==> config.mk <==
export PLATFORM = sky130hd
export DESIGN_NAME = fft_iter_frame_io_ctrl_flat
export DESIGN_NICKNAME = d
export VERILOG_FILES = /design/src/rtl/fft_iter_frame_io_ctrl_if.sv /design/src/rtl/fft_iter_frame_io_ctrl.sv /design/src/flat_wrapper.sv
export SDC_FILE = /design/constraint.sdc
export NUM_CORES = 1
export LEC_CHECK = 0
export BUFFER_PORTS_ARGS = -buffer_cell sky130_fd_sc_hd__buf_2
export CAP_MARGIN = 20
export CORE_MARGIN = 2
export CORE_UTILIZATION = 35
export DETAILED_ROUTE_END_ITERATION = 8
export PLACE_DENSITY_LB_ADDON = 0.12
export SLEW_MARGIN = 20
export SYNTH_ARGS = -nofsm -noshare
export SYNTH_HDL_FRONTEND = slang
export SYNTH_SLANG_ARGS = --single-unit
export TNS_END_PERCENT = 30
==> constraint.sdc <==
create_clock -name CLK -period 10.2 [get_ports CLK]
set_clock_uncertainty 0.1 [all_clocks]
set_input_delay 1.02 -clock CLK [delete_from_list [all_inputs] [get_ports CLK]]
set_output_delay 1.02 -clock CLK [all_outputs]
set_load 0.01 [all_outputs]
==> src/rtl/fft_iter_frame_io_ctrl_if.sv <==
// rtl/fft_iter_frame_io_ctrl_if.sv - sample stream, FFT handshake and shared RAM port bundle
interface fft_iter_frame_io_ctrl_if #(
  parameter int ADDR_WL = 5,
  parameter int DATA_WL = 32
);
  logic               IN_VALID;
  logic [DATA_WL-1:0] IN_DATA;
  logic               IN_LAST;
  logic               IN_READY;
  logic               OUT_VALID;
  logic [DATA_WL-1:0] OUT_DATA;
  logic               OUT_LAST;
  logic               OUT_READY;
  logic               FFT_START;
  logic               FFT_BUSY;
  logic [ADDR_WL-1:0] RAM_ADDR;
  logic [DATA_WL-1:0] RAM_WDATA;
  logic               RAM_WE;
  logic               RAM_RE;
  logic [DATA_WL-1:0] RAM_RDATA;
  logic               ERR_LEN;

  modport master (
    input  IN_VALID, IN_DATA, IN_LAST, OUT_READY, FFT_BUSY, RAM_RDATA,
    output IN_READY, OUT_VALID, OUT_DATA, OUT_LAST, FFT_START,
           RAM_ADDR, RAM_WDATA, RAM_WE, RAM_RE, ERR_LEN
  );

  modport slave (
    output IN_VALID, IN_DATA, IN_LAST, OUT_READY, FFT_BUSY, RAM_RDATA,
    input  IN_READY, OUT_VALID, OUT_DATA, OUT_LAST, FFT_START,
           RAM_ADDR, RAM_WDATA, RAM_WE, RAM_RE, ERR_LEN
  );
endinterface

==> src/rtl/fft_iter_frame_io_ctrl.sv <==
// rtl/fft_iter_frame_io_ctrl.sv - frame load / FFT kick / result drain sequencer for the iterative FFT
// Define FFT_IO_BITREV_IN_EN to bit-reverse input write addresses; default writes in arrival order.
module fft_iter_frame_io_ctrl #(
  parameter int LAYERS  = 5,
  parameter int ADDR_WL = 5,
  parameter int DATA_WL = 32
) (
  input  logic CLK,
  input  logic RST,
  input  logic EN,
  fft_iter_frame_io_ctrl_if.master io
);
  localparam int N = 1 << LAYERS;
  localparam logic [ADDR_WL-1:0] CNT_LAST = ADDR_WL'(N - 1);
  localparam logic [ADDR_WL:0]   RD_END   = (ADDR_WL + 1)'(N);

  typedef enum logic [1:0] {LOAD, KICK, RUN, DRAIN} state_t;

  state_t             state;
  logic [ADDR_WL-1:0] cnt;
  logic [ADDR_WL:0]   rd_cnt;
  logic               in_ready;
  logic               fft_start;
  logic               err_len;
  logic               re_q;
  logic               re_last_q;
  logic [DATA_WL-1:0] fifo_data [2];
  logic               fifo_last [2];
  logic               wr_ptr;
  logic               rd_ptr;
  logic [1:0]         count;

  logic [ADDR_WL-1:0] wr_addr;
  logic               in_xfer;
  logic               out_valid;
  logic               pop;
  logic               fifo_pop;
  logic               push;
  logic               issue;
  logic [DATA_WL-1:0] head_data;
  logic               head_last;

  always_comb begin
    wr_addr = cnt;
`ifdef FFT_IO_BITREV_IN_EN
    for (int i = 0; i < ADDR_WL; i++) begin
      wr_addr[i] = cnt[ADDR_WL-1-i];
    end
`endif
  end

  // Read data is presented straight from RAM_RDATA when the buffer is empty, so a
  // read issued in one cycle is already offered downstream in the next.
  assign out_valid = (count != 2'd0) | re_q;
  assign head_data = (count != 2'd0) ? fifo_data[rd_ptr] : io.RAM_RDATA;
  assign head_last = (count != 2'd0) ? fifo_last[rd_ptr] : re_last_q;
  assign pop       = EN & out_valid & io.OUT_READY;
  assign fifo_pop  = pop & (count != 2'd0);
  assign push      = re_q & ~(pop & (count == 2'd0));
  assign in_xfer   = EN & io.IN_VALID & in_ready;
  assign issue     = EN & (state == DRAIN) & (rd_cnt != RD_END)
                   & ((3'(count) + 3'(re_q)) < (3'd2 + 3'(pop)));

  assign io.IN_READY  = in_ready;
  assign io.FFT_START = fft_start;
  assign io.RAM_WE    = in_xfer;
  assign io.RAM_RE    = issue;
  assign io.RAM_ADDR  = (state == DRAIN) ? rd_cnt[ADDR_WL-1:0] : wr_addr;
  assign io.RAM_WDATA = io.IN_DATA;
  assign io.OUT_VALID = out_valid;
  assign io.OUT_DATA  = head_data;
  assign io.OUT_LAST  = out_valid & head_last;
  assign io.ERR_LEN   = err_len;

  always_ff @(posedge CLK) begin
    if (RST) begin
      state        <= LOAD;
      cnt          <= '0;
      rd_cnt       <= '0;
      in_ready     <= 1'b1;
      fft_start    <= 1'b0;
      err_len      <= 1'b0;
      re_q         <= 1'b0;
      re_last_q    <= 1'b0;
      fifo_data[0] <= '0;
      fifo_data[1] <= '0;
      fifo_last[0] <= 1'b0;
      fifo_last[1] <= 1'b0;
      wr_ptr       <= 1'b0;
      rd_ptr       <= 1'b0;
      count        <= 2'd0;
    end else begin
      // A read already issued must be captured even if EN drops, since RAM_RDATA lasts one cycle.
      re_q      <= issue;
      re_last_q <= (rd_cnt == RD_END - 1'b1);
      if (push) begin
        fifo_data[wr_ptr] <= io.RAM_RDATA;
        fifo_last[wr_ptr] <= re_last_q;
        wr_ptr            <= ~wr_ptr;
      end
      if (fifo_pop) rd_ptr <= ~rd_ptr;
      case ({push, fifo_pop})
        2'b10:   count <= count + 2'd1;
        2'b01:   count <= count - 2'd1;
        default: count <= count;
      endcase

      if (EN) begin
        case (state)
          LOAD: begin
            if (in_xfer) begin
              if (io.IN_LAST != (cnt == CNT_LAST)) err_len <= 1'b1;
              if (cnt == CNT_LAST) begin
                cnt       <= '0;
                state     <= KICK;
                in_ready  <= 1'b0;
                fft_start <= 1'b1;
              end else begin
                cnt <= cnt + 1'b1;
              end
            end
          end
          KICK: begin
            if (io.FFT_BUSY) begin
              state     <= RUN;
              fft_start <= 1'b0;
            end
          end
          RUN: begin
            if (!io.FFT_BUSY) state <= DRAIN;
          end
          DRAIN: begin
            if (issue) rd_cnt <= rd_cnt + 1'b1;
            if (pop && head_last) begin
              state    <= LOAD;
              rd_cnt   <= '0;
              cnt      <= '0;
              in_ready <= 1'b1;
            end
          end
          default: state <= LOAD;
        endcase
      end
    end
  end
endmodule

==> src/flat_wrapper.sv <==
// flat-port wrapper written by rule: the top's interface ports become plain ports
module fft_iter_frame_io_ctrl_flat 
#(
  parameter int LAYERS  = 5,
  parameter int ADDR_WL = 5,
  parameter int DATA_WL = 32
)
  (CLK, RST, EN, io_IN_VALID, io_IN_DATA, io_IN_LAST, io_OUT_READY, io_FFT_BUSY, io_RAM_RDATA, io_IN_READY, io_OUT_VALID, io_OUT_DATA, io_OUT_LAST, io_FFT_START, io_RAM_ADDR, io_RAM_WDATA, io_RAM_WE, io_RAM_RE, io_ERR_LEN);
  fft_iter_frame_io_ctrl_if #(.ADDR_WL(ADDR_WL), .DATA_WL(DATA_WL)) io_i ();
  input  logic CLK;
  input  logic RST;
  input  logic EN;
  input wire logic [$bits(io_i.IN_VALID)-1:0] io_IN_VALID;
  input wire logic [$bits(io_i.IN_DATA)-1:0] io_IN_DATA;
  input wire logic [$bits(io_i.IN_LAST)-1:0] io_IN_LAST;
  input wire logic [$bits(io_i.OUT_READY)-1:0] io_OUT_READY;
  input wire logic [$bits(io_i.FFT_BUSY)-1:0] io_FFT_BUSY;
  input wire logic [$bits(io_i.RAM_RDATA)-1:0] io_RAM_RDATA;
  output wire logic [$bits(io_i.IN_READY)-1:0] io_IN_READY;
  output wire logic [$bits(io_i.OUT_VALID)-1:0] io_OUT_VALID;
  output wire logic [$bits(io_i.OUT_DATA)-1:0] io_OUT_DATA;
  output wire logic [$bits(io_i.OUT_LAST)-1:0] io_OUT_LAST;
  output wire logic [$bits(io_i.FFT_START)-1:0] io_FFT_START;
  output wire logic [$bits(io_i.RAM_ADDR)-1:0] io_RAM_ADDR;
  output wire logic [$bits(io_i.RAM_WDATA)-1:0] io_RAM_WDATA;
  output wire logic [$bits(io_i.RAM_WE)-1:0] io_RAM_WE;
  output wire logic [$bits(io_i.RAM_RE)-1:0] io_RAM_RE;
  output wire logic [$bits(io_i.ERR_LEN)-1:0] io_ERR_LEN;
  assign io_i.IN_VALID = io_IN_VALID;
  assign io_i.IN_DATA = io_IN_DATA;
  assign io_i.IN_LAST = io_IN_LAST;
  assign io_i.OUT_READY = io_OUT_READY;
  assign io_i.FFT_BUSY = io_FFT_BUSY;
  assign io_i.RAM_RDATA = io_RAM_RDATA;
  assign io_IN_READY = io_i.IN_READY;
  assign io_OUT_VALID = io_i.OUT_VALID;
  assign io_OUT_DATA = io_i.OUT_DATA;
  assign io_OUT_LAST = io_i.OUT_LAST;
  assign io_FFT_START = io_i.FFT_START;
  assign io_RAM_ADDR = io_i.RAM_ADDR;
  assign io_RAM_WDATA = io_i.RAM_WDATA;
  assign io_RAM_WE = io_i.RAM_WE;
  assign io_RAM_RE = io_i.RAM_RE;
  assign io_ERR_LEN = io_i.ERR_LEN;
  fft_iter_frame_io_ctrl #(.LAYERS(LAYERS), .ADDR_WL(ADDR_WL), .DATA_WL(DATA_WL)) u_core (.CLK(CLK), .RST(RST), .EN(EN), .io(io_i));
endmodule
# After elaboration in Yosys (flattened, before gate mapping)
# Memory sizes are Yosys's and may differ from the RTL's. A register that Yosys moved wholly into a read port is not among the register bits.
# Index checks and enable logic that the tools add are counted.
# classes
add_sub_neg,6
n_lt_le_gt_ge,1
eq_ne,14
mux,39
bitwise_logic,15
n_reduce_logical,16
# op_table
op,n
two-way mux 32 bit,2
OR reduction 32 bit,1
two-way mux 1 bit,21
two-way mux 5 bit,4
two-way mux 6 bit,2
AND 1 bit,11
two-way mux 2 bit,5
case mux 5 bit (2 select lines),1
AND reduction 5 bit,2
nonzero test 2 bit,5
"inequality test 2 bit, second input constant",4
case mux 2 bit (4 select lines),1
AND reduction 4 bit,2
"adder 6 x 1 -> 6 bit, second input constant",1
"equality test 2 bit, second input constant",3
"equality test 6 x 5 -> 1 bit, second input constant",1
"inequality test 6 bit, second input constant",1
AND reduction 6 bit,1
"adder 5 x 1 -> 5 bit, second input constant",1
"equality test 5 bit, second input constant",1
"equality test 2 x 1 -> 1 bit, second input constant",2
zero test 2 bit,2
case mux 1 bit (2 select lines),2
case mux 2 bit (2 select lines),1
12 further kinds,14
# totals
regBits,22
mem_bits_rw,66
out_inout_bits,76
elab_cells,104
n_memories,2
# mem_list
memory,words,width,read_ports,rd_ports_with_merged_regs,write_ports,line_no,source
u_core.fifo_data,2,32,1,1,2,fft_iter_frame_io_ctrl.sv:27,logic [DATA_WL-1:0] fifo_data [2];
u_core.fifo_last,2,1,1,1,2,fft_iter_frame_io_ctrl.sv:28,logic fifo_last [2];

# Longest topological paths before layout
# depth
ltp_word,12
mapped_depth,7
ltp_nobuf,7

# Least setup slack after synthesis
# Ideal clock, no wire load.
# synth_timing
path_kind,input to register
startpoint,input EN
endpoint,"memory u_core.fifo_data[0][0], enable pin"
arrival_time_ns,3.797
slack_ns,5.834
path_stages,4
n_path_buf,1
cell_sequence,buf_2 nand2_1 o21ai_2 o21ai_0
# synth_lines
element,line_no,source
from (decl),flat_wrapper.sv:12,input logic EN;
to (decl),fft_iter_frame_io_ctrl.sv:27,

# Final worst setup path
# layout_timing
startpoint,register u_core.state[1]
endpoint,output io_RAM_RE
# layout_via
elab_chain_len,4
# layout_rtl
element,line_no,source
from (decl),fft_iter_frame_io_ctrl.sv:19,state_t state;
from (signal assigned),fft_iter_frame_io_ctrl.sv:77,state <= LOAD;
from (signal assigned),fft_iter_frame_io_ctrl.sv:115,state <= KICK;
from (signal assigned),fft_iter_frame_io_ctrl.sv:125,state <= RUN;
equality test 2 bit,fft_iter_frame_io_ctrl.sv:61,assign issue = EN & (state == DRAIN) & (rd_cnt != RD_END)
AND 1 bit (2 in series),fft_iter_frame_io_ctrl.sv:61,
AND 1 bit,fft_iter_frame_io_ctrl.sv:62,& ((3'(count) + 3'(re_q)) < (3'd2 + 3'(pop)));
to (decl),flat_wrapper.sv:27,output wire logic [$bits(io_i.RAM_RE)-1:0] io_RAM_RE;
# No other way between the ends.

==> qor.yml <==
drcViolationCount: 0
nFillCells: 1306
multiInputGateArea_sq_mm: 0.001963
path_buf_inv: 1
fin_setup_tns_ns: 0
cp_cell_sequence: "ha_1 > nand2_1 > a31o_2 > nor2_1 > buf_2"
min_path_type: "register to register"
fin_crit_ns: 3.314
vias: 3300
fin_total_pwr_uw: 741.1
gp_congestion: 0.8414
grt_pass1_wl_mm: 16.56
synth.top_cell.area_share: 0.4154
rsz0062_at_grt: "false"
setup_viol_count_final: 0
worstReg2RegEnd: "u_core.fifo_data[1][31]"
r2r_slack_ns: 7.19
clock-sinks: 89
die_area_sq_mm: 0.01458
outcome: "completed"
critPathMaxStageDelay_ns: 0.58
crit_required_ns: 9.08
p_per_area_mw_per_mm2: 137.7
cts_tree: "yes"
min-delay-start: "u_core.io.ERR_LEN"
grt_usage: 0.1460
die_w_um: 120.8
critPathSlowestCell: "ha_1"
nets: 573
clkPwrFrac: 0.391
cts_setup_buffers: 0
holdPathStages: 2
swShare: 0.2185
final-max-slew-violation-count: 0
synth_ff_type: "edfxtp_1"
clkLatencyLatePin_ns: 0.34
post-route-cell-area_sq_mm: 0.005384
grt_max_degree: 52
drive_above_1_share: 0.2359
dp_hpwl_mm: 6.884
ant_nets: 0
crit_type: "register to output port"
period_share: 0.3249
r2r_cells: 5
start_util: 0.3588
synth_area_leaders: "edfxtp_1 (42%), dfxtp_1 (9.7%), and2_1 (8.7%)"
yosysUniqueCellTypes: 54
start_kind: "register"
detail_route.first_pass.iterations: 4
placed_area_sq_mm: 0.005124
finalHoldViolations: 0
antenna_found_initial: 1
ys_seq_elements: 89
cp.arrival_ns: 2.19
cts_buffers: 9
via_per_inst: 4.903
min_to: "u_core.io.ERR_LEN"
p_seq_frac: 0.542
area_growth_syn_to_layout_pct: 12.85
maxCapViolCount: 0
synth_nets: 533
p_comb_frac: 0.067
crit_fanout: 16
path_clk_slew_ns: 0.06
h-tree-depth: 3
ctsHoldBuffers: 0
core_sq_mm: 0.01330
drt_iter0_markers: 116
timing.rr.start: "u_core.count[0]"
regArea_sq_mm: 0.002446
num_io_pins: 147
ys_async_sr_fraction: 0
clock_path_buffers: 2
synth_top_area_cell: "edfxtp_1"
cts.repair.resized: 0
relSlewSlack: 0.4265
root_buffer: "clkbuf_16"
grt_pass1_vias: 3289
switchingPower_uw: 162.0
dieHeight_um: 120.8
globalRouteOverflowTotal: 0
synth-seq-area-share: 0.5119
synth_cells: 451
tightest_slew_ns: 0.8602
totalWireLength_mm: 10.38
routedWlPerCell_um: 15.42
syn_area_per_cell_sq_um: 10.58
synth_edf_count: 66
path_delay_family: "adder cells"
whs_ns: 0.3789
endpoint_kind: "output port"
netlist_area_sq_mm: 0.004771
rows: 42
peakVddDrop_uv: 69.66
io_buffers: 82
p_int_uw: 579.2
synth_warnings: 0
leakage_uw: 0.002091
max_freq_ghz: 0.3018
[power by group through the flow]
stage | registers [uW] | clock network (uW) | logic, uW
detailed placement | 410 | 0 | 50.6
CTS | 402 | 301 | 50.8
global placement | 409 | 0 | 50.5
finish | 402 | 290 | 49.5
floorplan | 409 | 0 | 37.5
global route | 403 | 316 | 55.6
[routing by layer]
metal | track usage | vias to the layer above | share of wire
met3 | 0.04340 | 21 | 0.067
met1 | 0.1898 | 1519 | 0.46
met4 | 0.05378 | 0 | 0.017
li1 | - | 1657 | -
met5 | 0 | - | 0
met2 | 0.2299 | 103 | 0.46
[flip-flops by register name, summed over array words and instances (netlist names), named ones only]
name	flops
u_core.io.FFT_START	1
u_core.wr_ptr	1
u_core.rd_cnt	6
u_core.re_last_q	1
u_core.re_q	1
u_core.cnt	5
u_core.state	2
u_core.fifo_data	64
u_core.io.ERR_LEN	1
u_core.io.IN_READY	1
u_core.rd_ptr	1
u_core.count	2
u_core.fifo_last	2
[synthesized netlist by cell type, drive strengths merged, types with 3 or more instances]
master,count
o21ai,9
and3,4
a21oi,36
nand2,13
ha,11
xor2,3
clkbuf,15
nand3,8
nand4,7
nor2,48
or3,3
dfxtp,23
a31oi,6
a211oi,4
mux2,5
inv,11
buf,43
nor3,5
and2,66
mux2i,34
edfxtp,66
[cells in the final DEF, fill, tap and decap left out, types with 6 or more instances in the layout]
cell       count
a21oi_1       36
a31oi_1        6
and2_1        66
buf_2         82
clkbuf_16      9
dfxtp_1       22
edfxtp_1      66
ha_1          11
inv_1         11
mux2i_1       34
nand2_1       13
nand3_1        8
nand4_1        7
nor2_1        48
[final cells by class]
| type | instances | area share |
|---|---|---|
| inverters | 11 | 0.007669 |
| clock buffers | 11 | 0.04323 |
| well taps | 176 | 0.04090 |
| flip-flops and latches | 89 | 0.4543 |
| diodes | 1 | 0.0004648 |
| clock inverters | 5 | 0.004183 |
| multi-input cells | 293 | 0.3646 |
| repair buffers | 87 | 0.08459 |
[stage by stage]
step                  util  setup WS, ns  instances
floorplan                -         5.834        451
global placement    0.3837         7.108        654
global route        0.4048         6.719        672
detailed placement  0.3854         7.084        656
CTS                 0.4046         6.869        672
finish              0.4050         6.886        673
[tightest hold or removal path, cell delays in order (launching register included)]
cell     delay (ns)
dfxtp_1        0.33
a31oi_1        0.04
nor2_1         0.08
[worst max path at each step]
stage | from | end | slack (ns) | cells after the start
finish | u_core.state[1] | io_RAM_RE | 6.89 | 5
CTS | register | io_OUT_LAST | 6.87 | 3
floorplan | EN | u_core.fifo_data[0][0] | 5.83 | 4
detailed placement | EN | io_RAM_RE | 7.08 | 5
global route | u_core.state[1] | io_RAM_RE | 6.72 | 5
global placement | EN | io_RAM_RE | 7.11 | 5
[cells by family after synthesis]
kind of cell,synth area share
AOI/OAI and AO/OA,0.1041
xor gates and xnor gates,0.009181
adders and majority gates,0.02885
and+or+nand+nor,0.1812
muxes,0.08314
buffers and inverters,0.08156
DFF,0.5119
Note: power is estimated with default switching activity, not from simulation.
